--- src/rtl/iter_shifter_pkg.sv ---
// shifter_pkg: shared definitions for the iterative shifter.
//   - operation encodings carried on in_op
//   - control FSM state type
//   - step_amt(): bits to shift in the current cycle, min(step, rem)
package shifter_pkg;

  localparam logic [2:0] OP_PASS = 3'b000;
  localparam logic [2:0] OP_LSL  = 3'b001;
  localparam logic [2:0] OP_LSR  = 3'b010;
  localparam logic [2:0] OP_ASR  = 3'b011;
  localparam logic [2:0] OP_ROR  = 3'b100;

  typedef enum logic [1:0] {
    S_IDLE,
    S_SHIFT,
    S_DONE
  } state_t;

  function automatic int unsigned step_amt(input int unsigned step,
                                           input int unsigned rem);
    return (rem < step) ? rem : step;
  endfunction

endpackage

--- src/rtl/iter_shifter_shift_step.sv ---
// shift_step: combinational single-cycle shift of 0..STEP bits.
// Ports:
//   data   - operand for this cycle
//   op     - operation (LSL/LSR/ASR/ROR; anything else passes data through)
//   s      - number of bit positions to shift this cycle (0..STEP)
//   result - shifted operand
//   carry  - last bit that left the operand (0 when s == 0)
// Built as a chain of STEP one-bit stages so carry naturally follows the
// bit-by-bit definition for every operation.
module shift_step
  import shifter_pkg::*;
#(
  parameter int WIDTH = 16,
  parameter int STEP  = 1,
  parameter int SW    = $clog2(STEP + 1)
) (
  input  logic [WIDTH-1:0] data,
  input  logic [2:0]       op,
  input  logic [SW-1:0]    s,
  output logic [WIDTH-1:0] result,
  output logic             carry
);

  always_comb begin
    result = data;
    carry  = 1'b0;
    for (int unsigned i = 0; i < STEP; i++) begin
      if (i < 32'(s)) begin
        case (op)
          OP_LSL: begin
            carry  = result[WIDTH-1];
            result = {result[WIDTH-2:0], 1'b0};
          end
          OP_LSR: begin
            carry  = result[0];
            result = {1'b0, result[WIDTH-1:1]};
          end
          OP_ASR: begin
            carry  = result[0];
            result = {result[WIDTH-1], result[WIDTH-1:1]};
          end
          OP_ROR: begin
            carry  = result[0];
            result = {result[0], result[WIDTH-1:1]};
          end
          default: ;
        endcase
      end
    end
  end

endmodule

--- src/rtl/iter_shifter.sv ---
// iter_shifter: multi-cycle shifter with valid/ready handshakes.
// Shifts a WIDTH-bit operand by a variable amount, at most STEP bits per
// cycle, for pass / LSL / LSR / ASR / ROR, and reports the last bit shifted
// out. Reserved op codes return the operand unchanged and flag out_err.
// Ports:
//   clk, rst_n           - clock (rising edge), async active-low reset
//   in_valid/in_ready    - request handshake
//   in_data, in_op, in_amt - operand, operation, shift amount
//   out_valid/out_ready  - result handshake
//   out_data, out_cout, out_err - result, carry-out, reserved-op flag
module iter_shifter
  import shifter_pkg::*;
#(
  parameter int WIDTH = 16,
  parameter int STEP  = 1,
  parameter int AMT_W = $clog2(WIDTH) + 1
) (
  input  logic             clk,
  input  logic             rst_n,
  input  logic             in_valid,
  output logic             in_ready,
  input  logic [WIDTH-1:0] in_data,
  input  logic [2:0]       in_op,
  input  logic [AMT_W-1:0] in_amt,
  output logic             out_valid,
  input  logic             out_ready,
  output logic [WIDTH-1:0] out_data,
  output logic             out_cout,
  output logic             out_err
);

  localparam int SW = $clog2(STEP + 1);
  localparam logic [AMT_W-1:0] WIDTH_AMT = AMT_W'(WIDTH);

  state_t           state, state_next;
  logic [WIDTH-1:0] data_q;
  logic [2:0]       op_q;
  logic [AMT_W-1:0] rem_q;
  logic             cout_q;
  logic             err_q;

  logic             reserved;
  logic [AMT_W-1:0] rem_load;
  logic [SW-1:0]    s;
  logic [WIDTH-1:0] step_data;
  logic             step_carry;

  // Working amount loaded on accept: rotations only need the residue,
  // plain shifts run the full amount so cout follows the bitwise rule.
  always_comb begin
    reserved = (in_op > OP_ROR);
    case (in_op)
      OP_ROR:                 rem_load = in_amt % WIDTH_AMT;
      OP_LSL, OP_LSR, OP_ASR: rem_load = in_amt;
      default:                rem_load = '0;
    endcase
  end

  always_comb begin
    s = SW'(step_amt(STEP, 32'(rem_q)));
  end

  shift_step #(
    .WIDTH(WIDTH),
    .STEP (STEP),
    .SW   (SW)
  ) u_step (
    .data  (data_q),
    .op    (op_q),
    .s     (s),
    .result(step_data),
    .carry (step_carry)
  );

  always_ff @(posedge clk or negedge rst_n) begin
    if (!rst_n) state <= S_IDLE;
    else        state <= state_next;
  end

  always_comb begin
    state_next = state;
    case (state)
      S_IDLE:  if (in_valid) state_next = (rem_load == '0) ? S_DONE : S_SHIFT;
      S_SHIFT: if (rem_q == AMT_W'(s)) state_next = S_DONE;
      S_DONE:  if (out_ready) state_next = S_IDLE;
      default: state_next = S_IDLE;
    endcase
  end

  always_ff @(posedge clk or negedge rst_n) begin
    if (!rst_n) begin
      data_q <= '0;
      op_q   <= OP_PASS;
      rem_q  <= '0;
      cout_q <= 1'b0;
      err_q  <= 1'b0;
    end else begin
      case (state)
        S_IDLE: begin
          if (in_valid) begin
            data_q <= in_data;
            op_q   <= in_op;
            rem_q  <= rem_load;
            cout_q <= 1'b0;
            err_q  <= reserved;
          end
        end
        S_SHIFT: begin
          data_q <= step_data;
          rem_q  <= rem_q - AMT_W'(s);
          cout_q <= step_carry;
        end
        default: ;
      endcase
    end
  end

  // Outputs are masked outside DONE so a partially shifted operand is
  // never visible on the result port.
  always_comb begin
    in_ready  = (state == S_IDLE);
    out_valid = (state == S_DONE);
    out_data  = out_valid ? data_q : '0;
    out_cout  = out_valid & cout_q;
    out_err   = out_valid & err_q;
  end

  result_hold : assert property (
    @(posedge clk) disable iff (!rst_n)
    (out_valid && !out_ready) |=>
      (out_valid && $stable(out_data) && $stable(out_cout) && $stable(out_err))
  );

endmodule

--- config.mk ---
export PLATFORM = sky130hd
export DESIGN_NAME = iter_shifter
export DESIGN_NICKNAME = d
export VERILOG_FILES = /design/src/rtl/iter_shifter_pkg.sv /design/src/rtl/iter_shifter_shift_step.sv /design/src/rtl/iter_shifter.sv
export SDC_FILE = /design/constraint.sdc
export NUM_CORES = 1
export LEC_CHECK = 0
export BUFFER_PORTS_ARGS = -buffer_cell sky130_fd_sc_hd__buf_2
export CAP_MARGIN = 20
export CORE_MARGIN = 5
export CORE_UTILIZATION = 53
export DETAILED_ROUTE_END_ITERATION = 8
export PLACE_DENSITY = 0.79
export SLEW_MARGIN = 20
export SYNTH_ARGS = -nofsm -noshare
export SYNTH_HDL_FRONTEND = slang
export SYNTH_HIERARCHICAL = 1
export SYNTH_SLANG_ARGS = --single-unit
--- constraint.sdc ---
create_clock -name clk -period 2.85 [get_ports clk]
set_input_delay 0.855 -clock clk [delete_from_list [all_inputs] [get_ports clk]]
set_output_delay 0.855 -clock clk [all_outputs]
set_load 0.005 [all_outputs]
==> results_dict.tcl, run 1 <==
set metrics [dict create \
    cp.required_ns 2.00 \
    rsz0062_at_grt "no" \
    pin_count 48 \
    relSlewSlack_pct 54.2 \
    critPathMaxFanout 12 \
    cts_root_buf "clkbuf_8" \
    ant_nets 0 \
    ys_ff_latch 28 \
    slowest_stage "dfrtp_1" \
    clock_sinks 28 \
    first_pass_iters 4 \
    htreeDepth 1 \
    synth_mux_area_share_pct 9.26 \
    cts_hold_buf 0 \
    hp-class "flop to flop" \
    p_per_area_nw_per_um2 1090 \
    gr-usage-met2_pct 30.5 \
    area_growth_pct 17.4 \
    core_um2 3630 \
    fin_worst_skew_ns 0.00543 \
    drive_above_1_share_pct 28.2 \
    status "complete, no violations" \
    synthSimpleGateAreaFrac_pct 27.8 \
    synth_top_family_by_area "simple AND/OR/NAND/NOR gates" \
    gp_congestion 0.807 \
    use_met1_pct 23.1 \
    drv_slew 0 \
    drc 0 \
    synthXorXnorAreaFrac_pct 0.447 \
    start_util_pct 53.9 \
    worst_slew_pin_slew_ns 0.687 \
    io_buffers 47 \
    met3_usage_pct 2.98 \
    final_min_period_over_clock_period_pct 85.1 \
    die-height_um 70.8 \
    critical_path_arrival_ns 1.57 \
    syn-num-nets 242 \
    fin_crit_ns 2.43 \
    path_clk_slew_ns 0.09 \
    start_kind "flop" \
    synth-main-ff-cell "dfrtp_1" \
    cts_buffers 3 \
    slowest_delay_ns 0.52 \
    end_kind "primary output" \
    post_drt_wl_per_cell_um 14.7 \
    crit_buf_inv 2 \
    netlist_instances 213 \
    grt_pass1_wl_um 7390 \
    worstSetupPathType "flop to primary output" \
    yosysSeqAreaShare_pct 35.8 \
    vias 1745 \
    row_count 22 \
    fill_cells 343 \
    antenna_found_initial 0 \
    grt_max_degree 29 \
    power_leakage_nw 1.07 \
    synthAdderAreaFrac_pct 0.639 \
    post-cts-setup-buffers 0 \
    ir_worst_vdd_mv 0.503 \
    final-setup-viol-count 0 \
    grt_pass1_vias 1616 \
    crit_family "flip-flops" \
    grt_use_total_pct 18.0 \
    grt_busiest_layer "met2" \
    fmax_ghz 0.412 \
    p_total_mw 2.51 \
    synth_compound_area_share_pct 22.0 \
    cp_cell_sequence "nor2b_2 > buf_4 > and2_1 > buf_2" \
    final_common_cell "buf_2" \
    vias_per_cell 5.68 \
    syn-cell-area_um2 1960 \
    finalSetupTns_ns 0 \
    clockBufferDepth 2 \
    nets 289 \
    final_hold_viol_count 0 \
    dieWidth_um 70.8 \
    drv_cap 0 \
    drt_wl_total_um 4510 \
    async_reset_ff_share_pct 100 \
    grt_overflow 0 \
    post-route-util_pct 63.3 \
    worstSkewPairLatency_ns 0.27 \
    avgSynthCellArea_um2 9.20 \
    layout_common_cells "47 x buf_2, 34 x and2_1, 28 x dfrtp_1" \
    die-area_um2 5010 \
    postCtsResizedCells 0 \
    cts_tree "done" \
    yosysUniqueCellTypes 45 \
    yosysWarnings 6 \
    synth_edf_count 0 \
    drt-initial-drc-count 133 \
    diodes 0 \
    dp_hpwl_um 3260 \
]
[sequential cells by signal, summed over array words and instances (netlist names)]
name and cells:
cout_q 1, state 2, err_q 1, op_q 3
rem_q 5, data_q 16
[synthesized netlist by cell type (2+ instances only)]
cell | count | share of area [%]
nand2b_1 | 7 | 2.2
buf_4 | 3 | 1.1
buf_2 | 3 | 0.77
a21oi_1 | 3 | 0.77
a221oi_1 | 3 | 1.3
mux2i_1 | 17 | 8.7
nand3b_1 | 3 | 1.1
a221o_1 | 14 | 7.2
o21ai_0 | 21 | 5.4
clkbuf_1 | 3 | 0.57
nor2b_2 | 3 | 1.3
nor2b_1 | 2 | 0.64
dfrtp_1 | 28 | 36
nand2_1 | 27 | 5.2
and2_1 | 34 | 11
nor3_1 | 2 | 0.51
a31oi_1 | 2 | 0.64
a221o_2 | 2 | 1.1
buf_6 | 2 | 1.1
nor2_1 | 7 | 1.3
a311o_1 | 2 | 1.0
inv_1 | 2 | 0.38
[worst paths after layout]
kind	from	endpoint	slack (ns)	cells past startpoint
worst max-delay path	state[0]$_DFFE_PN0P_	out_data[9]	0.42	4
worst min-delay path	err_q$_DFFE_PN0P_	err_q$_DFFE_PN0P_	0.50	2
worst max register to register	rem_q[2]$_DFFE_PN0P_	data_q[3]$_DFFE_PN0P_	0.64	8
worst min register to register	err_q$_DFFE_PN0P_	err_q$_DFFE_PN0P_	0.50	2
max in group asynchronous	rst_n	op_q[2]$_DFFE_PN0P_	1.88	1
min in group asynchronous	rst_n	data_q[7]$_DFFE_PN0P_	0.58	1
[power by group]
part	switching (mW)	internal, mW
logic	0.651	0.688
clock network	0.120	0.188
registers	0.278	0.588
[logic make-up after synthesis]
kind of cell	after synthesis
compound gates	57
xor+xnor	1
fa+ha+maj	1
buf+inv	13
flops	28
mux	18
simple gates	95
[per-layer routing]
layer  share of wire [%]  routed length, µm
met2                  50               2240
met5                   0                  0
met3                 4.7                211
met4                 1.4                 64
met1                  44               2000
[cell type report]
class / instances / area (µm²) / share of cell area [%]
clock buffers: 3 / 41.3 / 1.80
well taps: 48 / 60.1 / 2.61
clock inverters: 1 / 30.0 / 1.31
inverters: 2 / 7.51 / 0.326
repair buffers: 53 / 280 / 12.2
multi-input cells: 172 / 1180 / 51.3
flip-flops and latches: 28 / 701 / 30.5
[worst min-delay path: stages, from the launching register on]
cell     delay [ns]
dfrtp_1        0.35
nand2_1        0.05
o21ai_0        0.06
[stage by stage]
step                cells  worst slack (ns)  hold WS (ns)  area [µm²]
global placement      303             0.711         0.475        2230
detailed placement    303             0.651         0.489        2230
finish                307             0.423         0.497        2300
CTS                   307             0.392         0.514        2300
floorplan             213             0.682         0.442        1960
global route          307             0.301         0.524        2300
No activity file was read; power rests on OpenSTA's default activity.
==> run 2: changes to the inputs <==
--- a/config.mk
+++ b/config.mk
@@ -6,11 +6,10 @@
 export NUM_CORES = 1
 export LEC_CHECK = 0
 export BUFFER_PORTS_ARGS = -buffer_cell sky130_fd_sc_hd__buf_2
-export CAP_MARGIN = 20
 export CORE_MARGIN = 5
-export CORE_UTILIZATION = 53
+export CORE_UTILIZATION = 48
 export DETAILED_ROUTE_END_ITERATION = 8
-export PLACE_DENSITY = 0.79
+export PLACE_DENSITY = 0.76
 export SLEW_MARGIN = 20
 export SYNTH_ARGS = -nofsm -noshare
 export SYNTH_HDL_FRONTEND = slang
==> constraint.sdc (replaced) <==
create_clock -name clk -period 2.1 [get_ports clk]
set_input_delay 0.63 -clock clk [delete_from_list [all_inputs] [get_ports clk]]
set_output_delay 0.63 -clock clk [all_outputs]
set_load 0.005 [all_outputs]
==> run 2 against run 1 <==
Via count grew 4.0%. Sequential share of layout area fell by 1.1 points. Cell count up 3.6%. Count of clock-buffer cells in the layout up 1. Power rose by 43%. Largest power group unchanged. Register-to-register slack lost 0.57 ns. Global-route usage up 1.3 points. Sequential power is 33% higher. Setup slack lost 0.35 ns. Critical endpoint is now data_q[1]$_DFFE_PN0P_.
==> results_dict.tcl, run 2 (synthesis gave the netlist of run 1 again) <==
set metrics [dict create \
    status "complete, no violations" \
    relSlewSlack_pct 58.0 \
    post_drt_wl_per_cell_um 15.9 \
    cts_tree "done" \
    pin_count 48 \
    drt-initial-drc-count 227 \
    antenna_found_initial 0 \
    power_leakage_nw 1.11 \
    final_common_cell "buf_2" \
    slowest_delay_ns 0.42 \
    vias_per_cell 5.70 \
    ir_worst_vdd_mv 0.680 \
    first_pass_iters 4 \
    start_kind "flop" \
    nets 298 \
    drv_cap 0 \
    critPathMaxFanout 7 \
    die-area_um2 5460 \
    wl_met1_um 2190 \
    regMostFlops "data_q" \
    clockBufferDepth 2 \
    largest_registers "data_q x16, rem_q x5, op_q x3" \
    cts_hold_buf 0 \
    grt_overflow 0 \
    critical_path_arrival_ns 2.21 \
    row_count 23 \
    pre_cts_ws_ns 0.0415 \
    placed_cells 311 \
    largest_reg_flops 16 \
    end_kind "flop" \
    rrSetupSlack_ns 0.07 \
    cp_cell_sequence "nor4_4 > or2b_4 > and4bb_4 > and2_1 > a221o_2 > mux2i_1 > o21ai_1" \
    fin_worst_skew_ns 0.00202 \
    gp_congestion 0.848 \
    met3_length_um 311 \
    worstSkewPairLatency_ns 0.29 \
    cts_buffers 3 \
    ant_nets 0 \
    drv_slew 0 \
    cp-endpoint "data_q[1]$_DFFE_PN0P_" \
    diodes 0 \
    grt_max_degree 29 \
    cp.required_ns 2.28 \
    core_um2 3970 \
    drc 0 \
    io_buffers 47 \
    p_per_area_nw_per_um2 1500 \
    worstReg2RegEnd "data_q[1]$_DFFE_PN0P_" \
    final_hold_viol_count 0 \
    final-setup-viol-count 0 \
    dp_hpwl_um 3470 \
    slowest_stage "dfrtp_1" \
    start_util_pct 49.3 \
    whs_ns 0.349 \
    clock_sinks 28 \
    grt_pass1_vias 1731 \
    path_clk_slew_ns 0.10 \
    worst_slew_pin_slew_ns 0.630 \
    drive_above_1_share_pct 32.1 \
    htreeDepth 1 \
    grt_use_total_pct 19.3 \
    hp-class "primary input to async pin" \
    cp-startpoint "rem_q[2]$_DFFE_PN0P_" \
    final_min_period_over_clock_period_pct 96.7 \
    rsz0062_at_grt "yes" \
    worstSetupPathType "flop to flop" \
    fin_crit_ns 2.03 \
    fmax_ghz 0.493 \
    die-height_um 73.9 \
    grt_pass1_wl_um 8120 \
    wl_met2_um 2430 \
    area_growth_pct 22.2 \
    final.setup.worst_slack_ns 0.0698 \
    layout_common_cells "47 x buf_2, 32 x and2_1, 27 x nand2_1, 27 x dfrtp_1, 17 x mux2i_1" \
    dieWidth_um 73.9 \
    drt_wl_total_um 5060 \
    vias 1814 \
    top_layer "met4" \
    r2r_start "rem_q[2]$_DFFE_PN0P_" \
    final_cells 318 \
    ff2ff_path_depth 7 \
    cts_root_buf "clkbuf_8" \
]
==> run 2: cell types whose count changed in the layout (fill, tap and decap cells not counted), moves of 2 or more <==
cell | previous run | this run
o21ai_1 | 0 | 13
and2_1 | 34 | 32
o21ai_0 | 21 | 8
buf_4 | 6 | 13
and2_4 | 0 | 2
==> run 2: how the worst min path moves through the flow <==
stage,slack (ns),to
floorplan,0.33,cout_q$_DFFE_PN0P_
global placement,0.45,err_q$_DFFE_PN0P_
detailed placement,0.47,err_q$_DFFE_PN0P_
CTS,0.37,state[1]$_DFFE_PN0P_
global route,0.39,state[1]$_DFFE_PN0P_
finish,0.35,state[1]$_DFFE_PN0P_
==> run 2: worst max-delay path: cells and delay by family, from the launching register on <==
family / cells / cell delay (ns)
simple gates: 4 / 1.01
mux: 1 / 0.13
compound gates: 2 / 0.36
flops: 1 / 0.42
==> run 2: layout make-up <==
cell class                 count  area, µm²
clock buffer                   4       55.1
fill                         365       1580
inverter                       2       7.51
multi-input combinational    173       1210
sequential                    28        702
tap                           50       62.6
timing repair buffer          61        353
==> run 2: metal layers <==
layer	up-vias	track usage, %
li1	887	-
met1	852	24.9
met2	66	31.5
met3	9	2.74
met4	0	9.05
met5	-	0
==> run 2: where the power goes <==
part	switching, mW	internal, mW
clock network	0.181	0.169
registers	0.353	0.799
logic	1.00	1.10
total	1.53	2.06
==> run 2: what timing repair did <==
item                                   CTS  global route
setup endpoints to repair                0            14
buffers inserted                         0             2
endpoints found under the hold margin    0             0
gates resized for setup                  0             8
==> run 2: stage by stage <==
stage	util (%)	power [mW]	TNS, ns	area, µm²
after floorplan	-	2.59	0	1970
after global placement	57.8	3.09	0	2300
after detailed placement	57.8	3.15	0	2300
after CTS	59.2	3.50	0	2350
after global routing	60.3	3.91	-0.175	2390
final	60.3	3.60	0	2390
==> run 3: changes to the inputs <==
--- a/config.mk
+++ b/config.mk
@@ -7,9 +7,10 @@
 export LEC_CHECK = 0
 export BUFFER_PORTS_ARGS = -buffer_cell sky130_fd_sc_hd__buf_2
 export CORE_MARGIN = 5
-export CORE_UTILIZATION = 48
+export CORE_UTILIZATION = 50
+export CTS_BUF_LIST = sky130_fd_sc_hd__clkbuf_4
 export DETAILED_ROUTE_END_ITERATION = 8
-export PLACE_DENSITY = 0.76
+export PLACE_DENSITY = 0.78
 export SLEW_MARGIN = 20
 export SYNTH_ARGS = -nofsm -noshare
 export SYNTH_HDL_FRONTEND = slang
==> run 3 against run 2 <==
Cell count shrank 0.94%. Clock power fell by 35%. First-iteration DRC count shrank 8.4%. Sequential cell count unchanged. Register-to-register slack about the same. Highest routed layer unchanged. Wire length is 6.7% lower. Setup slack worse by 0.0043 ns. Non-clock buffer count shrank 1. Sequential share of layout area rose by 0.48 points. Final area fell by 1.8%. Utilization is 3.0 points higher. Via count fell by 2.0%. Largest cell class unchanged.
==> results_dict.tcl, run 3 (synthesis gave the netlist of run 1 again) <==
set metrics [dict create \
    status "complete, no violations" \
    grt_overflow 0 \
    die-height_um 72.6 \
    ant_nets 0 \
    area_growth_pct 20.0 \
    cts_buffers 3 \
    io_buffers 47 \
    path_clk_slew_ns 0.16 \
    p_total_mw 3.43 \
    vias 1777 \
    nets 297 \
    r2r_start "rem_q[2]$_DFFE_PN0P_" \
    clock_sinks 28 \
    largest_reg_flops 16 \
    ff2ff_path_depth 7 \
    start_util_pct 52.7 \
    dieWidth_um 72.6 \
    row_count 22 \
    critPathMaxFanout 7 \
    core_um2 3720 \
    worstSetupPathType "flop to flop" \
    fin_worst_skew_ns 0.0123 \
    drive_above_1_share_pct 30.7 \
    power_leakage_nw 1.10 \
    antenna_found_initial 0 \
    fmax_ghz 0.492 \
    grt_pass1_wl_um 7970 \
    cp_cell_sequence "nor4_4 > or2b_4 > and4bb_4 > and2_1 > a221o_1 > mux2i_1 > o21ai_1" \
    grt_use_total_pct 19.1 \
    worstReg2RegEnd "data_q[5]$_DFFE_PN0P_" \
    cts_hold_buf 0 \
    fin_crit_ns 2.03 \
    rrSetupSlack_ns 0.07 \
    first_pass_iters 4 \
    layout_common_cells "47 x buf_2, 33 x and2_1, 28 x dfrtp_1" \
    ir_worst_vdd_mv 0.629 \
    clockBufferDepth 2 \
    htreeDepth 1 \
    drv_cap 0 \
    start_kind "flop" \
    whs_ns 0.302 \
    drt-initial-drc-count 208 \
    grt_max_degree 36 \
    slowest_stage "dfrtp_1" \
    pre_cts_ws_ns 0.0338 \
    p_per_area_nw_per_um2 1460 \
    pin_count 48 \
    vias_per_cell 5.64 \
    dp_hpwl_um 3440 \
    end_kind "flop" \
    largest_registers "data_q x16, rem_q x5, op_q x3" \
    worst_slew_pin_slew_ns 0.639 \
    post_drt_wl_per_cell_um 15.0 \
    drc 0 \
    drv_slew 0 \
    diodes 0 \
    rsz0062_at_grt "yes" \
    final_common_cell "buf_2" \
    grt_pass1_vias 1746 \
    cts_root_buf "clkbuf_4" \
    cp.required_ns 2.34 \
    final_hold_viol_count 0 \
    drt_wl_total_um 4720 \
    die-area_um2 5270 \
    final-setup-viol-count 0 \
    hp-class "primary input to async pin" \
    gp_congestion 0.877 \
    worstSkewPairLatency_ns 0.33 \
    relSlewSlack_pct 57.4 \
    final_min_period_over_clock_period_pct 96.9 \
    cts_tree "done" \
    final.setup.worst_slack_ns 0.0654 \
    critical_path_arrival_ns 2.27 \
    regMostFlops "data_q" \
    slowest_delay_ns 0.44 \
]
==> run 3: cell types whose count changed in the layout (fill, tap and decap cells not counted), sizes merged <==
| cell | previous run | this run |
|---|---|---|
| buf | 61 | 60 |
| clkbuf | 4 | 3 |
| clkinv | 0 | 1 |
==> run 3: what timing repair did <==
| item | in CTS | in global routing |
|---|---|---|
| gates resized for setup | 0 | 4 |
| hold endpoints to repair | 0 | 0 |
| endpoints found under the setup margin | 0 | 14 |
| buffers inserted | 0 | 1 |
==> run 3: critical path: cells and delay by family, from the launching register on <==
kind	cells	cell delay [ns]
and+or+nand+nor	4	1.00
DFF	1	0.44
AOI/OAI and AO/OA	2	0.34
muxes	1	0.17
==> run 3: layout make-up <==
type	instances	area, µm²
Multi-Input combinational cell	173	1210
Inverter	2	7.51
Sequential cell	28	701
Fill cell	346	1370
Clock inverter	1	3.75
Clock buffer	3	22.5
Timing Repair Buffer	60	345
Tap cell	48	60.1
==> run 3: worst max path at each step <==
stage,startpoint,to,cells past startpoint
3_5_place_dp,rem_q[1]$_DFFE_PN0P_,data_q[1]$_DFFE_PN0P_,7
6_report,rem_q[2]$_DFFE_PN0P_,data_q[5]$_DFFE_PN0P_,7
5_1_grt,rem_q[2]$_DFFE_PN0P_,data_q[1]$_DFFE_PN0P_,7
2_1_floorplan,rem_q[1]$_DFFE_PN0P_,data_q[10]$_DFFE_PN0P_,8
4_1_cts,rem_q[1]$_DFFE_PN0P_,data_q[1]$_DFFE_PN0P_,7
3_3_place_gp,rem_q[1]$_DFFE_PN0P_,data_q[1]$_DFFE_PN0P_,7
==> run 3: stage by stage <==
step,std cells,TNS (ns),instance area [µm²],util [%]
floorplan,213,0,1970,-
global placement,309,0,2290,61.8
detailed placement,309,0,2290,61.8
CTS,313,0,2320,62.5
global route,315,-0.335,2350,63.3
finish,315,0,2350,63.3
==> run 3: metal layers <==
metal / track usage, % / share of wire [%] / up-vias
met4: 6.15 / 0.76 / 0
li1: - / - / 884
met1: 25.4 / 46 / 847
met3: 2.07 / 4.4 / 2
met5: 0 / 0 / -
met2: 32.4 / 49 / 44
==> run 3: power breakdown <==
part	leakage (nW)	switching (mW)	internal, mW
combinational	0.733	0.980	1.08
sequential	0.348	0.346	0.795
clock	0.0154	0.157	0.0697
